[src/rtl/branch_predict_unit_if.sv]
// Resolve/predict bus between the ALU stage, fetch and the branch predict unit.
interface branch_predict_unit_if #(
  parameter int unsigned DATA_WIDTH = 16,
  parameter int unsigned PC_WIDTH   = 16,
  parameter int unsigned CNT_WIDTH  = 16
);
  // Predict side
  logic [PC_WIDTH-1:0]   fetch_pc_pi;
  logic                  predict_taken_po;
  // Resolve side
  logic                  resolve_valid_pi;
  logic [PC_WIDTH-1:0]   resolve_pc_pi;
  logic [2:0]            branch_cond_pi;
  logic [DATA_WIDTH-1:0] reg1_data_pi;
  logic [DATA_WIDTH-1:0] reg2_data_pi;
  logic                  alu_carry_bit_pi;
  logic                  predicted_taken_pi;
  logic                  resolve_done_po;
  logic                  is_branch_taken_po;
  logic                  mispredict_po;
  logic [CNT_WIDTH-1:0]  branch_count_po;
  logic [CNT_WIDTH-1:0]  mispredict_count_po;

  modport master (
    output fetch_pc_pi, resolve_valid_pi, resolve_pc_pi, branch_cond_pi,
           reg1_data_pi, reg2_data_pi, alu_carry_bit_pi, predicted_taken_pi,
    input  predict_taken_po, resolve_done_po, is_branch_taken_po, mispredict_po,
           branch_count_po, mispredict_count_po
  );

  modport slave (
    input  fetch_pc_pi, resolve_valid_pi, resolve_pc_pi, branch_cond_pi,
           reg1_data_pi, reg2_data_pi, alu_carry_bit_pi, predicted_taken_pi,
    output predict_taken_po, resolve_done_po, is_branch_taken_po, mispredict_po,
           branch_count_po, mispredict_count_po
  );
endinterface

[src/rtl/branch_predict_unit.sv]
// Branch resolution (condition compare) plus a direct-mapped PHT of 2-bit
// saturating counters feeding fetch, with saturating branch/mispredict stats.
module branch_predict_unit #(
  parameter int unsigned DATA_WIDTH   = 16,
  parameter int unsigned PC_WIDTH     = 16,
  parameter int unsigned PHT_IDX_BITS = 4,
  parameter int unsigned CNT_WIDTH    = 16
) (
  input logic               clk_pi,
  input logic               reset_pi,
  branch_predict_unit_if.slave bp_if
);

  localparam int unsigned PhtEntries = 1 << PHT_IDX_BITS;

  localparam logic [2:0] CondEq     = 3'b000;
  localparam logic [2:0] CondNe     = 3'b001;
  localparam logic [2:0] CondGeu    = 3'b010;
  localparam logic [2:0] CondLeu    = 3'b011;
  localparam logic [2:0] CondGes    = 3'b100;
  localparam logic [2:0] CondLts    = 3'b101;
  localparam logic [2:0] CondCarry  = 3'b110;
  localparam logic [2:0] CondAlways = 3'b111;

  logic [1:0]              pht_q [PhtEntries];
  logic [1:0]              pht_entry_d;
  logic [PHT_IDX_BITS-1:0] fetch_idx;
  logic [PHT_IDX_BITS-1:0] resolve_idx;
  logic                    taken;
  logic                    resolve_done_q, resolve_done_d;
  logic                    is_taken_q, is_taken_d;
  logic                    mispredict_q, mispredict_d;
  logic [CNT_WIDTH-1:0]    branch_cnt_q, branch_cnt_d;
  logic [CNT_WIDTH-1:0]    mispredict_cnt_q, mispredict_cnt_d;

  assign fetch_idx   = bp_if.fetch_pc_pi[PHT_IDX_BITS-1:0];
  assign resolve_idx = bp_if.resolve_pc_pi[PHT_IDX_BITS-1:0];

  // Prediction reads current PHT state, so a same-cycle update shows up next cycle.
  assign bp_if.predict_taken_po = pht_q[fetch_idx][1];

  // Evaluate the branch condition on the two operands.
  always_comb begin
    taken = 1'b0;
    unique case (bp_if.branch_cond_pi)
      CondEq:     taken = (bp_if.reg1_data_pi == bp_if.reg2_data_pi);
      CondNe:     taken = (bp_if.reg1_data_pi != bp_if.reg2_data_pi);
      CondGeu:    taken = (bp_if.reg1_data_pi >= bp_if.reg2_data_pi);
      CondLeu:    taken = (bp_if.reg1_data_pi <= bp_if.reg2_data_pi);
      CondGes:    taken = ($signed(bp_if.reg1_data_pi) >= $signed(bp_if.reg2_data_pi));
      CondLts:    taken = ($signed(bp_if.reg1_data_pi) < $signed(bp_if.reg2_data_pi));
      CondCarry:  taken = bp_if.alu_carry_bit_pi;
      CondAlways: taken = 1'b1;
      default:    taken = 1'b0;
    endcase
  end

  // Next-state for the resolved PHT entry, result flags and saturating counters.
  always_comb begin
    pht_entry_d      = pht_q[resolve_idx];
    resolve_done_d   = 1'b0;
    mispredict_d     = 1'b0;
    is_taken_d       = is_taken_q;
    branch_cnt_d     = branch_cnt_q;
    mispredict_cnt_d = mispredict_cnt_q;
    if (bp_if.resolve_valid_pi) begin
      if (taken) begin
        if (pht_q[resolve_idx] != 2'd3) pht_entry_d = pht_q[resolve_idx] + 2'd1;
      end else begin
        if (pht_q[resolve_idx] != 2'd0) pht_entry_d = pht_q[resolve_idx] - 2'd1;
      end
      resolve_done_d = 1'b1;
      is_taken_d     = taken;
      mispredict_d   = taken ^ bp_if.predicted_taken_pi;
      if (branch_cnt_q != '1) branch_cnt_d = branch_cnt_q + CNT_WIDTH'(1);
      if (mispredict_d && (mispredict_cnt_q != '1)) begin
        mispredict_cnt_d = mispredict_cnt_q + CNT_WIDTH'(1);
      end
    end
  end

  // State update; reset wins over a same-cycle resolve and clears all history.
  always_ff @(posedge clk_pi) begin
    if (reset_pi) begin
      for (int i = 0; i < int'(PhtEntries); i++) pht_q[i] <= 2'b01;
      resolve_done_q   <= 1'b0;
      is_taken_q       <= 1'b0;
      mispredict_q     <= 1'b0;
      branch_cnt_q     <= '0;
      mispredict_cnt_q <= '0;
    end else begin
      if (bp_if.resolve_valid_pi) pht_q[resolve_idx] <= pht_entry_d;
      resolve_done_q   <= resolve_done_d;
      is_taken_q       <= is_taken_d;
      mispredict_q     <= mispredict_d;
      branch_cnt_q     <= branch_cnt_d;
      mispredict_cnt_q <= mispredict_cnt_d;
    end
  end

  assign bp_if.resolve_done_po     = resolve_done_q;
  assign bp_if.is_branch_taken_po  = is_taken_q;
  assign bp_if.mispredict_po       = mispredict_q;
  assign bp_if.branch_count_po     = branch_cnt_q;
  assign bp_if.mispredict_count_po = mispredict_cnt_q;

endmodule

[src/flat_wrapper.sv]
// flat-port wrapper written by rule: the top's interface ports become plain ports
module branch_predict_unit_flat 
#(
  parameter int unsigned DATA_WIDTH   = 16,
  parameter int unsigned PC_WIDTH     = 16,
  parameter int unsigned PHT_IDX_BITS = 4,
  parameter int unsigned CNT_WIDTH    = 16
)
  (clk_pi, reset_pi, bp_if_fetch_pc_pi, bp_if_resolve_valid_pi, bp_if_resolve_pc_pi, bp_if_branch_cond_pi, bp_if_reg1_data_pi, bp_if_reg2_data_pi, bp_if_alu_carry_bit_pi, bp_if_predicted_taken_pi, bp_if_predict_taken_po, bp_if_resolve_done_po, bp_if_is_branch_taken_po, bp_if_mispredict_po, bp_if_branch_count_po, bp_if_mispredict_count_po);
  branch_predict_unit_if #(.DATA_WIDTH(DATA_WIDTH), .PC_WIDTH(PC_WIDTH), .CNT_WIDTH(CNT_WIDTH)) bp_if_i ();
  input logic clk_pi;
  input logic reset_pi;
  input wire logic [$bits(bp_if_i.fetch_pc_pi)-1:0] bp_if_fetch_pc_pi;
  input wire logic [$bits(bp_if_i.resolve_valid_pi)-1:0] bp_if_resolve_valid_pi;
  input wire logic [$bits(bp_if_i.resolve_pc_pi)-1:0] bp_if_resolve_pc_pi;
  input wire logic [$bits(bp_if_i.branch_cond_pi)-1:0] bp_if_branch_cond_pi;
  input wire logic [$bits(bp_if_i.reg1_data_pi)-1:0] bp_if_reg1_data_pi;
  input wire logic [$bits(bp_if_i.reg2_data_pi)-1:0] bp_if_reg2_data_pi;
  input wire logic [$bits(bp_if_i.alu_carry_bit_pi)-1:0] bp_if_alu_carry_bit_pi;
  input wire logic [$bits(bp_if_i.predicted_taken_pi)-1:0] bp_if_predicted_taken_pi;
  output wire logic [$bits(bp_if_i.predict_taken_po)-1:0] bp_if_predict_taken_po;
  output wire logic [$bits(bp_if_i.resolve_done_po)-1:0] bp_if_resolve_done_po;
  output wire logic [$bits(bp_if_i.is_branch_taken_po)-1:0] bp_if_is_branch_taken_po;
  output wire logic [$bits(bp_if_i.mispredict_po)-1:0] bp_if_mispredict_po;
  output wire logic [$bits(bp_if_i.branch_count_po)-1:0] bp_if_branch_count_po;
  output wire logic [$bits(bp_if_i.mispredict_count_po)-1:0] bp_if_mispredict_count_po;
  assign bp_if_i.fetch_pc_pi = bp_if_fetch_pc_pi;
  assign bp_if_i.resolve_valid_pi = bp_if_resolve_valid_pi;
  assign bp_if_i.resolve_pc_pi = bp_if_resolve_pc_pi;
  assign bp_if_i.branch_cond_pi = bp_if_branch_cond_pi;
  assign bp_if_i.reg1_data_pi = bp_if_reg1_data_pi;
  assign bp_if_i.reg2_data_pi = bp_if_reg2_data_pi;
  assign bp_if_i.alu_carry_bit_pi = bp_if_alu_carry_bit_pi;
  assign bp_if_i.predicted_taken_pi = bp_if_predicted_taken_pi;
  assign bp_if_predict_taken_po = bp_if_i.predict_taken_po;
  assign bp_if_resolve_done_po = bp_if_i.resolve_done_po;
  assign bp_if_is_branch_taken_po = bp_if_i.is_branch_taken_po;
  assign bp_if_mispredict_po = bp_if_i.mispredict_po;
  assign bp_if_branch_count_po = bp_if_i.branch_count_po;
  assign bp_if_mispredict_count_po = bp_if_i.mispredict_count_po;
  branch_predict_unit #(.DATA_WIDTH(DATA_WIDTH), .PC_WIDTH(PC_WIDTH), .PHT_IDX_BITS(PHT_IDX_BITS), .CNT_WIDTH(CNT_WIDTH)) u_core (.clk_pi(clk_pi), .reset_pi(reset_pi), .bp_if(bp_if_i));
endmodule
[config.mk]
export PLATFORM = sky130hd
export DESIGN_NAME = branch_predict_unit_flat
export DESIGN_NICKNAME = d
export VERILOG_FILES = /design/src/rtl/branch_predict_unit_if.sv /design/src/rtl/branch_predict_unit.sv /design/src/flat_wrapper.sv
export SDC_FILE = /design/constraint.sdc
export NUM_CORES = 1
export LEC_CHECK = 0
export CORE_UTILIZATION = 50
export CTS_BUF_LIST = sky130_fd_sc_hd__clkbuf_4
export DETAILED_ROUTE_END_ITERATION = 12
export PLACE_DENSITY = 0.79
export SLEW_MARGIN = 20
export SYNTH_ARGS = -nofsm -noshare
export SYNTH_HDL_FRONTEND = slang
export SYNTH_SLANG_ARGS = --single-unit
[constraint.sdc]
create_clock -name clk_pi -period 5.2 [get_ports clk_pi]
set_input_delay 1.3 -clock clk_pi [delete_from_list [all_inputs] [get_ports clk_pi]]
set_output_delay 1.3 -clock clk_pi [all_outputs]
set_load 0.03 [all_outputs]
**Yosys cells after proc, flatten, opt, wreduce, memory -nomap -nowiden**

Memory sizes are Yosys's and may differ from the RTL's.
Index checks and enable logic that the tools add are counted.

- Flip-flop bits (word level): 35
- RAM bits: 32
- Input port bits: 72
- Output and inout port bits: 36
- Memories kept: 1

- Add/sub/neg operators: 4
- $lt $le $gt $ge: 4
- Equality and inequality tests: 12
- Multiplexer cells: 13
- Bitwise operators: 2
- Reductions and logical operators: 7

Memory list:

| memory | words | bits a word | read ports | clocked after Yosys merged registers in | wr ports | line | text |
|---|---|---|---|---|---|---|---|
| u_core.pht_q | 16 | 2 | 2 | 0 | 16 | branch_predict_unit.sv:25 | `logic [1:0] pht_q [PhtEntries];` |

Operator list:

| operator | count |
|---|---|
| adder 16 x 1 -> 16 bit (second input constant) | 2 |
| greater-or-equal comparator 16 bit | 2 |
| inequality test 16 bit (second input constant) | 2 |
| equality test 16 bit | 1 |
| <= comparator 16 bit | 1 |
| < comparator 16 bit | 1 |
| inequality test 16 bit | 1 |
| equality test 3 bit (second input constant) | 4 |
| two-way mux 2 bit | 5 |
| one-hot mux 1 bit (8 select lines) | 1 |
| equality test 3 x 2 -> 1 bit (second input constant) | 2 |
| two-way mux 1 bit | 6 |
| two-way mux 4 bit | 1 |
| AND reduction 2 bit | 2 |
| OR reduction 2 bit | 2 |
| equality test 3 x 1 -> 1 bit (second input constant) | 1 |
| zero test 3 bit | 1 |
| adder 2 x 1 -> 2 bit (second input constant) | 1 |
| inequality test 2 bit (second input constant) | 1 |
| nonzero test 2 bit | 1 |
| subtractor 2 x 1 -> 2 bit (second input constant) | 1 |
| logical AND 1 bit | 1 |
| NOT 1 bit | 1 |
| XOR 1 bit | 1 |

**Depth between registers and ports, before layout**

Gate-level depths: netlist (run 1).
An unclocked memory read counts as a cell.

- Word-level depth: 6
- Depth in mapped cells: 11

**Worst setup path before layout (run 1)**

No wires, ideal clock.

- Path kind: input to register
- From: in bp_if_reg2_data_pi[15]
- To: mem u_core.pht_q[1][0], data pin
- Library setup time: 0.291 ns
- Arrival time: 3.904 ns
- Path slack: 1.005 ns
- Stages: 11
- Path buffers: 1
- Path through: inv_1 ha_1 a41oi_1 o21ai_1 or3_1 o31ai_1 nand3_1 maj3_1 a21oi_1 buf_2 nand3_1

RTL lines:

| item | line | text |
|---|---|---|
| start, declared | flat_wrapper.sv:18 | `input wire logic [$bits(bp_if_i.reg2_data_pi)-1:0] bp_if_reg2_data_pi;` |
| end, declared | branch_predict_unit.sv:25 |  |

**Worst setup path after layout (run 1)**

- From: in bp_if_fetch_pc_pi[0]
- To: out bp_if_predict_taken_po

- Longest elaborated chain between the ends: 1

Ends and longest elaborated chain:

| item | line | text |
|---|---|---|
| start, declared | flat_wrapper.sv:13 | `input wire logic [$bits(bp_if_i.fetch_pc_pi)-1:0] bp_if_fetch_pc_pi;` |
| memory read (16 x 2 bit) | - |  |
| end, declared | flat_wrapper.sv:21 | `output wire logic [$bits(bp_if_i.predict_taken_po)-1:0] bp_if_predict_taken_po;` |

Every way passes these cells.

==> results of run 1 <==
==> worst register-to-register path, cell delays in order (launching register included) <==
cell	delay, ps
dfxtp_1	410
ha_1	210
nand3_1	100
nor2_1	320
nand4_1	210
o31ai_2	670
nor3_4	190
nand4_1	150
mux2_2	330
==> state kept, by name, summed over array words and instances, names as in the netlist <==
register and count:
u_core.bp_if.mispredict_po 1, u_core.bp_if.is_branch_taken_po 1, u_core.pht_q 32, u_core.bp_if.mispredict_count_po 16, u_core.bp_if.resolve_done_po 1, u_core.bp_if.branch_count_po 16
==> stage by stage <==
stage	instances	setup slack, ps	total power [mW]	area [um2]
2_1_floorplan	399	1010	0.695	3890
3_3_place_gp	570	351	0.767	4810
3_5_place_dp	570	321	0.772	4810
4_1_cts	586	317	1.11	4940
5_1_grt	586	268	1.15	4950
6_report	586	328	1.10	4950
==> power by group through the flow <==
stage               Sequential, mW  Clock, mW  Combinational (mW)
global placement             0.581          0               0.186
global route                 0.571      0.368               0.209
detailed placement           0.582          0               0.190
floorplan                    0.589          0               0.106
finish                       0.570      0.339               0.191
CTS                          0.570      0.346               0.191
==> final timing paths <==
kind / cells past startpoint / end / start / slack [ps]
max: 4 / bp_if_predict_taken_po / bp_if_fetch_pc_pi[0] / 330
min: 2 / u_core.bp_if.is_branch_taken_po$_SDFFE_PP0P_ / u_core.bp_if.is_branch_taken_po$_SDFFE_PP0P_ / 500
max reg2reg: 8 / u_core.bp_if.mispredict_count_po[13]$_SDFFE_PP0P_ / u_core.bp_if.mispredict_count_po[0]$_SDFFE_PP0P_ / 2500
min reg2reg: 2 / u_core.bp_if.is_branch_taken_po$_SDFFE_PP0P_ / u_core.bp_if.is_branch_taken_po$_SDFFE_PP0P_ / 500
==> logic make-up (layout without fill, tap and decap cells) <==
logic type                 count (synthesis)  count (layout)  share of synthesized area, %
adders and majority gates                 19              19                          6.05
AOI/OAI and AO/OA                         33              33                          5.82
xor gates and xnor gates                  22              22                          4.95
muxes                                     23              23                          10.6
buffers and inverters                     41             129                          4.24
and+or+nand+nor                          194             194                          25.6
DFF                                       67              67                          42.7
==> synth_stat cells (2+ instances only) <==
library cell	n	area, um2
nor2_1	57	214
clkbuf_1	10	37.5
or2_2	5	31.3
inv_1	26	97.6
nand2b_1	18	113
a21bo_2	2	20.0
nor2b_1	10	62.6
dfxtp_1	35	701
a21oi_1	13	65.1
xnor2_1	12	105
edfxtp_1	32	961
nor3_1	10	50.1
and3_1	9	56.3
nand2_1	31	116
mux2i_1	3	30.0
a21boi_0	2	15.0
nand3_1	23	115
buf_2	3	15.0
xor2_1	10	87.6
nor4_1	7	43.8
o31ai_1	2	15.0
ha_1	18	225
mux2_2	6	67.6
nand4_1	11	68.8
mux4_2	14	315
==> metal layers <==
layer	GRT usage [%]	vias to the layer above
met5	0	-
li1	-	1595
met3	5.50	13
met2	37.7	70
met1	27.1	1569
met4	6.85	0
==> area by class of cell <==
class | count | area, um2 | area share, %
timing repair buffer | 87 | 861 | 17.4
sequential | 67 | 1660 | 33.6
clock inverter | 4 | 43.8 | 0.885
tap | 99 | 124 | 2.50
inverter | 26 | 97.6 | 1.97
multi-input combinational | 291 | 2070 | 41.8
clock buffer | 12 | 90.1 | 1.82
==> flow_summary.ini, run 1 <==
[run_status]
status = finished, final reports clean

[logic_synthesis]
synth_ff_type = dfxtp_1
synth_edf_count = 32
syn_inst = 399
ys_seq_area_share_pct = 42.7
syn_nets = 489
ys_ff_latch = 67
async_flop_share_pct = 0
ys_types = 55
ys_warn_count = 0
avgSynthCellArea_um2 = 9.75
synth_area_mm2 = 0.00389

[routing]
wl_met3_um = 404
drt_iter0_drc = 81
wl_per_cell_um = 14.5
wirelength_mm = 8.52
vias_per_cell = 5.54
top_layer = met4
drc = 0
dr_total_vias = 3247
ant_nets = 0
dr_wl_met2_mm = 4.31
drtPass1Iterations = 4
wl_met1_mm = 3.68

[timing]
holdWs_ps = 504
setup_violations = 0
relSlewSlack_pct = 34.1
fin_skew_ps = 19.3
fmax_ghz = 0.205
min_period_ps = 4870
final_max_slew_viol_count = 0
rsz0062_at_grt = no
worstMarginPinSlew_ps = 987
fin_setup_tns_ps = 0
hold_violations = 0
finalCritPeriodShare_pct = 93.7

[cts]
cts_htree_levels = 3
cts_tree = yes
cts_buffer_depth = 2
cts.sinks = 67
path_clk_slew_ps = 90
insertion_delay_ps = 410
hold_buffers = 0
root_buffer = clkbuf_4
cts_setup_buffers = 0
cts_inserted_buffers = 9
cts_resized = 0

[cells_and_area]
antenna_cells = 0
final_util_pct = 67.1
final_common_cell = clkdlybuf4s50_1
fill_cells = 602
drive_gt1_share_pct = 10.9
synthToLayoutAreaGrowth_pct = 27.1
final_cell_mix = 83 x clkdlybuf4s50_1, 57 x nor2_1, 35 x dfxtp_1, 32 x edfxtp_1, 31 x nand2_1
nets = 572

[critical_path]
cp-end-kind = output pin
crit_chain = clkdlybuf4s50_1 -> mux4_2 -> mux4_2 -> clkdlybuf4s50_1
cp_top_family = buffers and inverters
max_stage_delay_ps = 640
critPathKind = input pin to output pin
worst_path_max_delay_cell = clkdlybuf4s50_1
crit_fanout = 4
critPathRequiredTime_ps = 3900
critPathBufInv = 2
critPathLaunchType = input pin
crit_arrival_ps = 3570

[power_and_ir_drop]
p_per_area_mw_per_mm2 = 222
sw_frac_of_total_pct = 25.9
worst_ir_drop_vdd_mv = 0.136
p_int_mw = 0.814
seq_power_share_pct = 51.8
pwr-share-clk_pct = 30.9
comb_power_share_pct = 17.3
p_leak_nw = 1.79
switching_power_mw = 0.285

[floorplanning]
pin_count = 108
fp.dieW_um = 90.2
fp.dieArea_mm2 = 0.00814
die_h_um = 90.2
coreArea_mm2 = 0.00737
rows = 31
initial_core_util_pct = 52.8

[grt]
grt_max_degree = 55
antenna_found_initial = 0
grt.total_usage_pct = 22.0
grt-ovfl-total = 0
grt_pass1_vias = 3172
grt_pass1_wl_mm = 14.4

[placement]
io_buffers = 83
place_congestion = 0.806
place_hpwl_mm = 6.31

[flow_run]
drv_cap = 0

[min_path]
min_path_type = register to register
(Power assumes the default switching activity.)
==> run 2: changes to the inputs <==
--- a/config.mk
+++ b/config.mk
@@ -9,7 +9,8 @@
 export CTS_BUF_LIST = sky130_fd_sc_hd__clkbuf_4
 export DETAILED_ROUTE_END_ITERATION = 12
 export PLACE_DENSITY = 0.79
-export SLEW_MARGIN = 20
+export REMOVE_ABC_BUFFERS = 1
+export SLEW_MARGIN = 25
 export SYNTH_ARGS = -nofsm -noshare
 export SYNTH_HDL_FRONTEND = slang
 export SYNTH_SLANG_ARGS = --single-unit
==> flow_summary.ini, run 2 (synthesized netlist as in run 1, its figures left out) <==
[cts]
root_buffer = clkbuf_4
cts.sinks = 67
hold_buffers = 0
insertion_delay_ps = 430
cts_buffer_depth = 2
cts_resized = 0
path_clk_slew_ps = 120
cts_tree = yes
cts_setup_buffers = 0
cts_inserted_buffers = 9
cts_htree_levels = 3

[timing]
relSlewSlack_pct = 34.8
final_max_slew_viol_count = 0
hold_violations = 0
fmax_ghz = 0.206
finalCritPeriodShare_pct = 93.3
worstMarginPinSlew_ps = 970
min_period_ps = 4850
fin_skew_ps = 19.1
rsz0062_at_grt = no
fin_setup_tns_ps = 0
setup_violations = 0

[cells_and_area]
ff_latch_area_mm2 = 0.00166
fin_area_mm2 = 0.00499
final_util_pct = 67.8
fin_cells = 588
fill_cells = 587
drive_gt1_share_pct = 11.5
largest_reg_flops = 32
final_cell_mix = 83 x clkdlybuf4s50_1, 57 x nor2_1, 35 x dfxtp_1, 32 x edfxtp_1, 31 x nand2_1
antenna_cells = 0
synthToLayoutAreaGrowth_pct = 28.4
multi_input_area_mm2 = 0.00207
nets = 574
largest_register = u_core.pht_q
final_common_cell = clkdlybuf4s50_1

[placement]
place_congestion = 0.806
place_area_mm2 = 0.00482
place_hpwl_mm = 6.46
post-place-cells = 572
io_buffers = 83

[grt]
antenna_found_initial = 0
grt_max_degree = 55
grt_pass1_vias = 3301
grt_pass1_wl_mm = 15.3
grt-ovfl-total = 0
grt.total_usage_pct = 23.4

[routing]
vias_per_cell = 5.54
drt_iter0_drc = 170
drtPass1Iterations = 4
wirelength_mm = 8.94
dr_total_vias = 3255
ant_nets = 0
drc = 0
wl_per_cell_um = 15.2

[flow_run]
drv_cap = 0

[critical_path]
r2r-start = u_core.pht_q[15][1]$_SDFFCE_PN0P_
max_stage_delay_ps = 640
rr_worst_depth = 6
critPathKind = input pin to output pin
cp-end-kind = output pin
crit_fanout = 4
ff2ff_setup_slack_ps = 2580
worstReg2RegEnd = u_core.pht_q[0][0]$_SDFFCE_PN1P_
critPathRequiredTime_ps = 3900
worst_path_max_delay_cell = clkdlybuf4s50_1
crit_arrival_ps = 3550
critPathLaunchType = input pin
crit_chain = clkdlybuf4s50_1 -> mux4_2 -> mux4_2 -> clkdlybuf4s50_1

[power_and_ir_drop]
p_per_area_mw_per_mm2 = 234
p_leak_nw = 1.81
finalPower_mw = 1.17
worst_ir_drop_vdd_mv = 0.124

[floorplanning]
pin_count = 108
coreArea_mm2 = 0.00737
die_h_um = 90.2
rows = 31
fp.dieArea_mm2 = 0.00814
fp.dieW_um = 90.2
initial_core_util_pct = 52.8

[min_path]
hold_end = u_core.bp_if.is_branch_taken_po$_SDFFE_PP0P_
hold_start = u_core.bp_if.is_branch_taken_po$_SDFFE_PP0P_
whs_path_depth = 2
min_path_type = register to register

[run_status]
status = finished, final reports clean
[run 2: changes by cell type in the layout (fill, tap and decap cells not counted), sizes merged]
cell and delta:
bufinv +1, clkinvlp +1, clkinv -1, inv +2, buf +2, clkbuf -3
[run 2: layer usage]
| layer | share of wire [%] | global-route usage [%] | vias to the layer above | wire [um] |
|---|---|---|---|---|
| li1 | - | - | 1592 | - |
| met1 | 43 | 28.9 | 1564 | 3850 |
| met2 | 50 | 40.5 | 79 | 4500 |
| met3 | 4.1 | 3.64 | 20 | 369 |
| met4 | 2.5 | 9.95 | 0 | 225 |
| met5 | 0 | 0 | - | 0 |
[run 2: cell type report]
| type | count | share of cell area (%) |
|---|---|---|
| repair buffers | 89 | 17.5 |
| well taps | 99 | 2.48 |
| inverters | 26 | 1.95 |
| multi-input cells | 291 | 41.4 |
| clock inverters | 7 | 1.98 |
| clock buffers | 9 | 1.35 |
| flip-flops and latches | 67 | 33.3 |
[run 2: where the power goes]
group	internal [mW]	switching [mW]	total, mW
logic	0.0933	0.102	0.195
clock network	0.198	0.208	0.406
registers	0.562	0.00726	0.569
[run 2: stage by stage]
| stage | setup slack (ps) | hold slack [ps] |
|---|---|---|
| detailed placement | 335 | 497 |
| global placement | 349 | 500 |
| global route | 254 | 562 |
| finish | 350 | 515 |
| floorplan | 891 | 608 |
| CTS | 331 | 519 |
[run 2: critical path: cells and delay by family]
kind / cells / cell delay (ps)
mux: 2 / 1010
buf+inv: 2 / 1240
[run 2: how the worst max path moves through the flow]
stage | startpoint | end | slack, ps
global route | bp_if_fetch_pc_pi[0] | bp_if_predict_taken_po | 250
finish | bp_if_fetch_pc_pi[0] | bp_if_predict_taken_po | 350
CTS | bp_if_fetch_pc_pi[0] | bp_if_predict_taken_po | 330
floorplan | bp_if_reg2_data_pi[15] | u_core.pht_q[1][0]$_SDFFCE_PN1P_ | 890
global placement | bp_if_fetch_pc_pi[0] | bp_if_predict_taken_po | 350
detailed placement | bp_if_fetch_pc_pi[0] | bp_if_predict_taken_po | 340
==> run 3: changes to the inputs <==
--- a/config.mk
+++ b/config.mk
@@ -7,6 +7,7 @@
 export LEC_CHECK = 0
 export CORE_UTILIZATION = 50
 export CTS_BUF_LIST = sky130_fd_sc_hd__clkbuf_4
+export CTS_CLUSTER_SIZE = 40
 export DETAILED_ROUTE_END_ITERATION = 12
 export PLACE_DENSITY = 0.79
 export REMOVE_ABC_BUFFERS = 1
==> results of run 3 <==
No change in the layout: final DEF, timing and power equal those of run 2.
